--- src/rtl/fb_pkg.sv ---
// rtl/fb_pkg.sv - shared framebuffer geometry, widths and write-word type
package fb_pkg;

  localparam int FB_ADDR_W      = 17;
  localparam int FB_PIX_W       = 2;
  localparam int FB_WIDTH       = 320;
  localparam int FB_HEIGHT      = 240;
  localparam int FB_PIXELS      = FB_WIDTH * FB_HEIGHT;
  // vga_controller prefetches this many pixels ahead of the beam
  localparam int VGA_RD_LATENCY = 3;

  typedef struct packed {
    logic [FB_ADDR_W-1:0] addr;
    logic [FB_PIX_W-1:0]  data;
  } fb_wr_t;

endpackage

--- src/rtl/fb_wr_fifo.sv ---
// rtl/fb_wr_fifo.sv - synchronous write-word FIFO with wrap-bit pointers
module fb_wr_fifo
  import fb_pkg::*;
#(
  parameter int DEPTH = 8,
  parameter int AW    = $clog2(DEPTH)
) (
  input  logic          vga_clk_25,
  input  logic          reset_n,
  input  logic          push,
  input  fb_wr_t        din,
  input  logic          pop,
  output fb_wr_t        dout,
  output logic          full,
  output logic          empty,
  output logic [AW:0]   level
);

  fb_wr_t      mem [DEPTH];
  logic [AW:0] wr_ptr;
  logic [AW:0] rd_ptr;
  logic        do_push;
  logic        do_pop;

  assign empty   = (wr_ptr == rd_ptr);
  assign full    = (wr_ptr[AW] != rd_ptr[AW]) && (wr_ptr[AW-1:0] == rd_ptr[AW-1:0]);
  assign level   = wr_ptr - rd_ptr;
  assign dout    = mem[rd_ptr[AW-1:0]];
  assign do_push = push && !full;
  assign do_pop  = pop && !empty;

  always_ff @(posedge vga_clk_25) begin
    if (!reset_n) begin
      wr_ptr <= '0;
      rd_ptr <= '0;
    end else begin
      if (do_push) wr_ptr <= wr_ptr + 1'b1;
      if (do_pop)  rd_ptr <= rd_ptr + 1'b1;
    end
  end

  always_ff @(posedge vga_clk_25) begin
    if (do_push) mem[wr_ptr[AW-1:0]] <= din;
  end

endmodule

--- src/rtl/fb_arbiter.sv ---
// rtl/fb_arbiter.sv - single-port framebuffer arbiter, VGA reads over buffered writes
module fb_arbiter
  import fb_pkg::*;
#(
  parameter int FIFO_DEPTH = 8,
  parameter int STALL_W    = 16,
  parameter int LW         = $clog2(FIFO_DEPTH) + 1
) (
  input  logic                 vga_clk_25,
  input  logic                 reset_n,
  input  logic                 vga_active,
  input  logic [FB_ADDR_W-1:0] vga_addr,
  output logic [FB_PIX_W-1:0]  vga_dout,
  output logic                 vga_dout_valid,
  input  logic                 wr_valid,
  output logic                 wr_ready,
  input  logic [FB_ADDR_W-1:0] wr_addr,
  input  logic [FB_PIX_W-1:0]  wr_data,
  output logic [FB_ADDR_W-1:0] ram_addr,
  output logic                 ram_we,
  output logic [FB_PIX_W-1:0]  ram_wdata,
  input  logic [FB_PIX_W-1:0]  ram_rdata,
  output logic [LW-1:0]        fifo_level,
  output logic [STALL_W-1:0]   stall_count,
  input  logic                 stat_clear
);

  fb_wr_t       head;
  fb_wr_t       push_word;
  logic         fifo_full;
  logic         fifo_empty;
  logic         push;
  logic         pop;
  logic [LW-1:0] next_level;
  logic [1:0]   rd_pipe;

  assign push_word = '{addr: wr_addr, data: wr_data};
  assign push      = wr_valid && wr_ready && !fifo_full;
  assign pop       = !vga_active && !fifo_empty;
  assign next_level = fifo_level + LW'(push) - LW'(pop);

  fb_wr_fifo #(.DEPTH(FIFO_DEPTH)) u_fifo (
    .vga_clk_25 (vga_clk_25),
    .reset_n    (reset_n),
    .push       (push),
    .din        (push_word),
    .pop        (pop),
    .dout       (head),
    .full       (fifo_full),
    .empty      (fifo_empty),
    .level      (fifo_level)
  );

  // One RAM access per cycle; ram_addr/ram_wdata hold when idle
  always_ff @(posedge vga_clk_25) begin
    if (!reset_n) begin
      ram_addr  <= '0;
      ram_we    <= 1'b0;
      ram_wdata <= '0;
    end else if (vga_active) begin
      ram_we   <= 1'b0;
      ram_addr <= vga_addr;
    end else if (!fifo_empty) begin
      ram_we    <= 1'b1;
      ram_addr  <= head.addr;
      ram_wdata <= head.data;
    end else begin
      ram_we <= 1'b0;
    end
  end

  always_ff @(posedge vga_clk_25) begin
    if (!reset_n) begin
      rd_pipe        <= '0;
      vga_dout       <= '0;
      vga_dout_valid <= 1'b0;
    end else begin
      rd_pipe <= {rd_pipe[0], vga_active};
      if (rd_pipe[1]) begin
        vga_dout       <= ram_rdata;
        vga_dout_valid <= 1'b1;
      end else begin
        vga_dout_valid <= 1'b0;
      end
    end
  end

  // Ready is registered from the next occupancy so pop never reaches it combinationally
  always_ff @(posedge vga_clk_25) begin
    if (!reset_n) begin
      wr_ready    <= 1'b0;
      stall_count <= '0;
    end else begin
      wr_ready <= (next_level < LW'(FIFO_DEPTH));
      if (stat_clear)
        stall_count <= '0;
      else if (wr_valid && !wr_ready && (stall_count != {STALL_W{1'b1}}))
        stall_count <= stall_count + 1'b1;
    end
  end

endmodule

--- config.mk ---
export PLATFORM = sky130hd
export DESIGN_NAME = fb_arbiter
export DESIGN_NICKNAME = d
export VERILOG_FILES = /design/src/rtl/fb_pkg.sv /design/src/rtl/fb_wr_fifo.sv /design/src/rtl/fb_arbiter.sv
export SDC_FILE = /design/constraint.sdc
export NUM_CORES = 1
export LEC_CHECK = 0
export ABC_AREA = 1
export CORE_ASPECT_RATIO = 1.5
export CORE_MARGIN = 1.5
export CORE_UTILIZATION = 47
export CTS_CLUSTER_SIZE = 16
export DETAILED_ROUTE_END_ITERATION = 8
export PLACE_DENSITY_LB_ADDON = 0.25
export SLEW_MARGIN = 20
export SYNTH_ARGS = -nofsm -noshare
export SYNTH_HDL_FRONTEND = slang
export SYNTH_HIERARCHICAL = 1
export SYNTH_SLANG_ARGS = --single-unit
--- constraint.sdc ---
create_clock -name vga_clk_25 -period 10.4 [get_ports vga_clk_25]
set_input_delay 2.08 -clock vga_clk_25 [delete_from_list [all_inputs] [get_ports vga_clk_25]]
set_output_delay 2.08 -clock vga_clk_25 [all_outputs]
set_load 0.03 [all_outputs]
==> results.yml, run 1 <==
status:
  status: "complete, no violations"
routing:
  wirelength_um: 19300
  highest_layer: "met4"
  met1_length_um: 7500
  ant_nets: 0
  first_pass_iters: 5
  wl_per_cell_um: 15.5
  routed_via_density: 5.03
  drtIter0Drc: 413
  dr_wl_met3_um: 842
  post-route-drc-count: 0
  routed-wl-met2_um: 10200
  num_vias: 6237
synthesis:
  async_reset_ff_share_pct: 0
  ys_seq_elements: 205
  synth_area_mm2: 0.00878
  avgSynthCellArea_um2: 9.80
  synth_nets: 949
  synth.top_cell.area_share_pct: 52.0
  ys.flop_type: "edfxtp_1"
  synth_cells: 896
  synth_area_leaders: "edfxtp_1 (52%), dfxtp_1 (12%), nor2_1 (7.8%)"
  synth_common_cells: "nor2_1 (183), nand2_1 (180), edfxtp_1 (152), o21ai_1 (72)"
  synth_cell_types: 33
  yosysMostFrequentCell: "nor2_1"
  synth_edf_count: 152
  synth_top_area_cell: "edfxtp_1"
  ys_seq_area_share_pct: 64.1
  yosys_warnings: 6
grt:
  grt-ovfl-total: 0
  grt_max_degree: 78
  grt_pass1_vias: 6078
  grt_pass1_wl_um: 30600
  antenna_found_initial: 0
  grt_use_total_pct: 20.3
clock_tree:
  cts_max_level: 1
  root_buffer: "clkbuf_16"
  cts_sinks: 205
  cts_made_buffers: 19
  postCtsResizedCells: 0
  cts_hold_buf: 0
  clk_latency_ps: 480
  clkTransAtPathRegs_ps: 70
  cts_tree: "built"
  cts_buffer_depth: 3
  post_cts_buffers: 0
worst_setup_path:
  crit_path_max_fanout: 6
  reg2reg_slack_ps: 6910
  crit_type: "reg2out"
  required_ps: 8320
  arrival_ps: 2720
  end_kind: "output pin"
  worstSetupStartpointType: "flip-flop"
sta:
  worst_clock_skew_ps: 11.0
  min_period_over_period_pct: 46.1
  slew_viol_final: 0
  finalSetupViolations: 0
  relSlewSlack_pct: 29.6
  timing_hold_violations_final: 0
  max_freq_ghz: 0.208
  period_needed_ps: 4800
  setup_ws_ps: 5600
  tns_ps: 0
  rsz0062_at_grt: "no"
  worst_pin_slew_ps: 1050
  hold_ws_ps: 411
placement:
  dp.cells: 1206
  dp_hpwl_um: 12700
  port_buffers: 86
  gp_congestion: 0.964
  pre_cts_ws_ps: 5520
  placed_area_mm2: 0.00983
finish:
  nets: 1028
  antenna_cells: 0
  area_growth_pct: 18.8
  postLayoutCellArea_mm2: 0.0104
  post-route-util_pct: 56.7
  stdcell_count: 1239
  final_layout_size_suffix_gt1_share_pct: 7.09
pwr:
  clkPwrFrac_pct: 32.3
  swShare_pct: 28.7
  max-vdd-ir-drop_uv: 155
  power_leakage_nw: 3.92
  power_frac_comb_pct: 21.6
  p_total_mw: 2.04
  switchingPower_mw: 0.586
  p_per_area_mw_per_mm2: 196
  power.internal_mw: 1.46
  seqPwrFrac_pct: 46.1
floorplan:
  start_util_pct: 47.7
  row_count: 61
  core_area_mm2: 0.0184
  io-pin-count: 87
  die_area_mm2: 0.0195
  chipWidth_um: 115
  die_y_um: 170
min_path:
  hold_class: "reg2reg"
flow_run:
  maxCapViolations: 0
==> worst paths after layout <==
path / start / to / cells past startpoint
setup / recovery: u_fifo/wr_ptr[0] / fifo_level[2] / 5
hold / removal: rd_pipe[0] / rd_pipe[1] / 2
hold reg to reg: rd_pipe[0] / rd_pipe[1] / 2
setup reg to reg: u_fifo/wr_ptr[0] / u_fifo/mem[4][13] / 11
==> sequential cells by signal, indices dropped and copies added, names as in the netlist, named ones only <==
signal / flops
ram_addr: 17
ram_wdata: 2
ram_we: 1
rd_pipe: 2
stall_count: 16
u_fifo/mem: 152
u_fifo/rd_ptr: 4
u_fifo/wr_ptr: 4
vga_dout: 2
vga_dout_valid: 1
wr_ready: 1
==> area by class of cell <==
cell class	instances	area, um2
inverter	65	244
sequential	205	5630
timing repair buffer	95	928
tap	252	315
multi-input combinational	589	2730
fill	1591	7960
clock inverter	10	98.8
clock buffer	23	490
==> worst max-delay path, stage by stage, from the launching register on <==
cell and delay [ps]:
dfxtp_1 410, inv_1 160, ha_1 260, fa_1 380
xnor2_1 280, clkdlybuf4s50_1 730
==> cells in the final DEF (no fill, tap or decap) <==
cell / Yosys / final
a32oi_1: 1 / 1
buf_4: 1 / 9
nand2_4: 1 / 1
clkinv_1: 1 / 4
nor2_4: 0 / 2
xnor2_1: 2 / 2
clkinvlp_2: 0 / 2
clkbuf_1: 11 / 4
edfxtp_1: 152 / 152
dfxtp_1: 53 / 51
xor2_1: 3 / 3
nand3b_1: 1 / 1
ha_1: 9 / 9
a21oi_1: 20 / 20
inv_1: 54 / 54
clkdlybuf4s50_1: 0 / 86
o21ai_1: 72 / 72
nand3_2: 3 / 3
clkinvlp_4: 0 / 1
dfxtp_2: 0 / 2
clkbuf_16: 0 / 19
nand4_1: 8 / 8
nand2_1: 180 / 180
nor2_1: 183 / 178
clkinv_2: 0 / 2
nand2_2: 5 / 5
nand3_4: 2 / 2
nor3_2: 1 / 4
inv_2: 10 / 10
nor2_8: 1 / 1
nor2_2: 2 / 5
fa_1: 1 / 1
and2_1: 1 / 1
bufinv_16: 0 / 2
nand3_1: 34 / 34
o21ai_0: 54 / 54
nor3_1: 5 / 2
==> per-layer routing <==
layer | global-route usage [%] | up-vias
met1 | 23.0 | 2877
met3 | 2.64 | 43
met2 | 38.4 | 169
li1 | - | 3148
met5 | 0 | -
met4 | 7.55 | 0
==> power groups by stage <==
stage	clock (mW)	combinational (mW)	sequential, mW
2_1_floorplan	0	0.269	0.990
3_3_place_gp	0	0.436	0.958
3_5_place_dp	0	0.442	0.959
4_1_cts	0.678	0.444	0.941
5_1_grt	0.710	0.496	0.945
6_report	0.660	0.440	0.942
==> cells by family after synthesis <==
group | synth area share, %
flip-flops | 64.1
adder cells (fa/ha/maj) | 1.51
buffers and inverters | 5.32
AND/OR/NAND/NOR | 20.2
XOR/XNOR | 0.499
AO/OA/AOI/OAI | 8.42
No activity file was read; power rests on OpenSTA's default activity.
==> inputs of run 2 (changes only) <==
- clock period: 10.4 -> 4.7 ns (I/O delays scaled with it)
==> results.yml, run 2 (same netlist as run 1, synthesis figures left out) <==
status:
  status: "complete, no violations"
routing:
  drtIter0Drc: 428
  ant_nets: 0
  routed_via_density: 5.09
  wirelength_um: 19800
  first_pass_iters: 5
  wl_per_cell_um: 15.9
  post-route-drc-count: 0
  num_vias: 6331
pwr:
  power.internal_mw: 3.41
  power_leakage_nw: 3.99
  switchingPower_mw: 1.35
  clkPwrFrac_pct: 35.7
  max-vdd-ir-drop_uv: 299
  p_per_area_mw_per_mm2: 451
  p_total_mw: 4.76
  power_frac_comb_pct: 20.5
  swShare_pct: 28.4
  seqPwrFrac_pct: 43.8
sta:
  hold_ws_ps: 438
  max_freq_ghz: 0.276
  worst_clock_skew_ps: 6.81
  timing_hold_violations_final: 0
  worst_pin_slew_ps: 909
  finalSetupViolations: 0
  tns_ps: 0
  rsz0062_at_grt: "no"
  period_needed_ps: 3630
  relSlewSlack_pct: 39.3
  min_period_over_period_pct: 77.1
  slew_viol_final: 0
finish:
  area_growth_pct: 20.3
  nets: 1032
  largest_reg_flops: 152
  antenna_cells: 0
  final_common_cell: "nand2_1"
  final_layout_size_suffix_gt1_share_pct: 7.85
  nFillCells: 1611
  final_cell_mix: "nand2_1 (180), nor2_1 (178), edfxtp_1 (152), clkdlybuf4s50_1 (86), o21ai_1 (72)"
floorplan:
  io-pin-count: 87
  core_area_mm2: 0.0184
  die_y_um: 170
  chipWidth_um: 115
  start_util_pct: 47.7
  die_area_mm2: 0.0195
  row_count: 61
clock_tree:
  cts_tree: "built"
  cts_buffer_depth: 3
  cts_max_level: 1
  cts_hold_buf: 0
  root_buffer: "clkbuf_16"
  clk_latency_ps: 490
  post_cts_buffers: 0
  clkTransAtPathRegs_ps: 70
  cts_made_buffers: 20
  postCtsResizedCells: 0
  cts_sinks: 205
worst_setup_path:
  worstSetupStartpointType: "flip-flop"
  slowest_stage: "clkdlybuf4s50_1"
  crit_type: "reg2out"
  reg2reg_slack_ps: 1810
  required_ps: 3760
  r2r_start: "u_fifo/wr_ptr[0]"
  arrival_ps: 2690
  startpoint: "u_fifo/wr_ptr[0]"
  r2r_end: "u_fifo/mem[2][7]"
  end_kind: "output pin"
  crit_path_max_fanout: 6
  reg2reg_depth: 12
  worstPathCellList: "inv_1 -> ha_1 -> fa_1 -> xnor2_1 -> clkdlybuf4s50_1"
  cp_slowest_stage_delay_ps: 730
flow_run:
  maxCapViolations: 0
placement:
  gp_congestion: 0.932
  dp_hpwl_um: 12900
  port_buffers: 86
grt:
  antenna_found_initial: 0
  grt_use_total_pct: 20.7
  grt-ovfl-total: 0
  grt_pass1_vias: 6140
  grt_max_degree: 77
  grt_pass1_wl_um: 31300
min_path:
  hold_end: "rd_pipe[1]"
  min_from: "rd_pipe[0]"
  hold_depth: 2
  hold_class: "reg2reg"
==> run 2: worst max path at each step <==
stage / endpoint / slack (ps)
after floorplan: u_fifo/mem[1][0] / 1140
after global placement: wr_ready / 1430
after detailed placement: wr_ready / 1400
after CTS: fifo_level[2] / 1040
after global routing: fifo_level[2] / 890
final: fifo_level[2] / 1070
==> run 2: layout make-up <==
cell class	count	area (um2)	area share [%]
inverter	65	244	2.31
multi-input combinational	589	2720	25.7
clock buffer	24	537	5.08
sequential	205	5630	53.3
clock inverter	12	168	1.59
timing repair buffer	98	951	9.01
tap	252	315	2.99
==> run 2: metrics by stage <==
| stage | instances | setup slack [ps] | area, um2 | util [%] |
|---|---|---|---|---|
| 3_5_place_dp | 1209 | 1400 | 9850 | 53.6 |
| 4_1_cts | 1245 | 1040 | 10600 | 57.4 |
| 2_1_floorplan | 896 | 1140 | 8780 | - |
| 5_1_grt | 1245 | 894 | 10600 | 57.4 |
| 3_3_place_gp | 1209 | 1430 | 9850 | 53.6 |
| 6_report | 1245 | 1070 | 10600 | 57.4 |
==> run 2: metal layers <==
metal	up-vias	GRT usage [%]	routed length, um
met1	2962	23.2	7990
met2	165	38.9	10400
met5	-	0	0
met3	47	2.67	778
met4	0	8.42	632
li1	3157	-	-
==> run 2: power by group through the flow <==
stage	Sequential, mW	Clock (mW)	Combinational, mW
after floorplan	2.19	0	0.595
after global placement	2.12	0	0.974
after detailed placement	2.12	0	0.987
after CTS	2.08	1.73	0.992
after global routing	2.09	1.79	1.10
final	2.08	1.70	0.977
==> run 2: critical path: cells and delay by family, from the launching register on <==
family | cells | cell delay, ps
adders and majority gates | 2 | 640
xor gates and xnor gates | 1 | 270
DFF | 1 | 390
buffers and inverters | 2 | 890
==> inputs of run 3 (changes only) <==
- clock period: 4.7 -> 3.5 ns (I/O delays scaled with it)
==> results.yml, run 3 (same netlist as run 1, synthesis figures left out) <==
status:
  status: "complete, no violations"
pwr:
  clkPwrFrac_pct: 36.1
  power.internal_mw: 4.63
  seqPwrFrac_pct: 43.8
  power_frac_comb_pct: 20.0
  p_per_area_mw_per_mm2: 606
  max-vdd-ir-drop_uv: 257
  switchingPower_mw: 1.80
  p_total_mw: 6.43
  power_leakage_nw: 4.04
  swShare_pct: 28.0
floorplan:
  start_util_pct: 47.7
  core_area_mm2: 0.0184
  chipWidth_um: 115
  die_y_um: 170
  io-pin-count: 87
  die_area_mm2: 0.0195
  row_count: 61
placement:
  dp.cells: 1213
  port_buffers: 86
  dp_hpwl_um: 13400
  placed_area_mm2: 0.00988
  gp_congestion: 0.965
sta:
  slew_viol_final: 0
  worst_pin_slew_ps: 734
  min_period_over_period_pct: 92.3
  timing_hold_violations_final: 0
  relSlewSlack_pct: 51.1
  finalSetupViolations: 0
  period_needed_ps: 3230
  max_freq_ghz: 0.309
  worst_clock_skew_ps: 19.8
  rsz0062_at_grt: "no"
finish:
  final_cell_mix: "nand2_1 (180), nor2_1 (178), edfxtp_1 (152), clkdlybuf4s50_1 (85), o21ai_1 (72)"
  final_layout_size_suffix_gt1_share_pct: 8.43
  final_common_cell: "nand2_1"
  area_growth_pct: 20.9
  stdcell_count: 1249
  antenna_cells: 0
  largest_reg_flops: 152
  postLayoutCellArea_mm2: 0.0106
  nets: 1036
worst_setup_path:
  end_kind: "output pin"
  worstSetupStartpointType: "flip-flop"
  worst-path-buf-inv: 2
  required_ps: 2800
  reg2reg_depth: 12
  critPathTopFamily: "buffers and inverters"
  crit_path_max_fanout: 5
  startpoint: "u_fifo/rd_ptr[2]"
  r2r_start: "u_fifo/wr_ptr[0]"
  r2r_end: "u_fifo/mem[6][11]"
  arrival_ps: 2530
  worstPathCellList: "inv_1 -> ha_1 -> nand2_1 -> o21ai_0 -> xor2_1 -> clkdlybuf4s50_1"
  cp_slowest_stage_delay_ps: 710
  crit_type: "reg2out"
  reg2reg_slack_ps: 570
  slowest_stage: "clkdlybuf4s50_1"
clock_tree:
  postCtsResizedCells: 0
  cts_hold_buf: 0
  root_buffer: "clkbuf_16"
  cts_tree: "built"
  cts_buffer_depth: 3
  clkTransAtPathRegs_ps: 70
  post_cts_buffers: 0
  cts_max_level: 1
  clk_latency_ps: 500
  cts_made_buffers: 20
  cts_sinks: 205
grt:
  grt_max_degree: 77
  grt-ovfl-total: 0
  grt_pass1_vias: 6160
  grt_use_total_pct: 20.7
  antenna_found_initial: 0
  grt_pass1_wl_um: 31000
routing:
  drtIter0Drc: 558
  num_vias: 6369
  first_pass_iters: 5
  wirelength_um: 19700
  routed_via_density: 5.10
  wl_per_cell_um: 15.8
  post-route-drc-count: 0
  ant_nets: 0
min_path:
  hold_depth: 2
  hold_end: "rd_pipe[1]"
  min_from: "rd_pipe[0]"
  hold_class: "reg2reg"
flow_run:
  maxCapViolations: 0
==> run 3: final cells by class <==
type                    count  area (um2)
clock buffers              26         564
clock inverters            10         163
fillers                  1582        7780
inverters                  65         244
multi-input cells         589        2720
flip-flops and latches    205        5630
well taps                 252         315
repair buffers            102         983
==> run 3: layer usage <==
metal | global-route usage, % | vias to the layer above | wire, um
met3 | 2.46 | 48 | 947
met4 | 8.21 | 0 | 624
li1 | - | 3168 | -
met2 | 37.1 | 195 | 10300
met5 | 0 | - | 0
met1 | 25.0 | 2958 | 7830
==> run 3: per-stage QoR <==
stage	utilization (%)	setup TNS (ps)	hold WS, ps	setup slack (ps)
final	57.7	0	419	269
after global routing	57.7	0	456	79.5
after CTS	57.7	0	426	102
after detailed placement	53.7	0	400	542
after global placement	53.7	0	392	638
after floorplan	-	-3300	390	-57.9
==> run 3: worst max-delay path by stage <==
stage                                   end  slack (ps)  cells past startpoint
after floorplan            u_fifo/mem[1][0]         -60                      9
after global placement     u_fifo/mem[2][7]         640                      8
after detailed placement  u_fifo/mem[2][10]         540                      8
after CTS                     fifo_level[2]         100                      5
after global routing          fifo_level[3]          80                      6
final                         fifo_level[3]         270                      6
==> run 3: tightest hold or removal path, cell delays in order, from the launching register on <==
cell	delay, ps
dfxtp_1	310
nand2_1	50
inv_1	40
==> run 3: power by group through the flow <==
| stage | Sequential, mW | Clock, mW | Combinational [mW] |
|---|---|---|---|
| final | 2.82 | 2.32 | 1.29 |
| after global routing | 2.83 | 2.45 | 1.45 |
| after CTS | 2.82 | 2.37 | 1.30 |
| after detailed placement | 2.87 | 0 | 1.29 |
| after global placement | 2.87 | 0 | 1.28 |
| after floorplan | 2.94 | 0 | 0.799 |
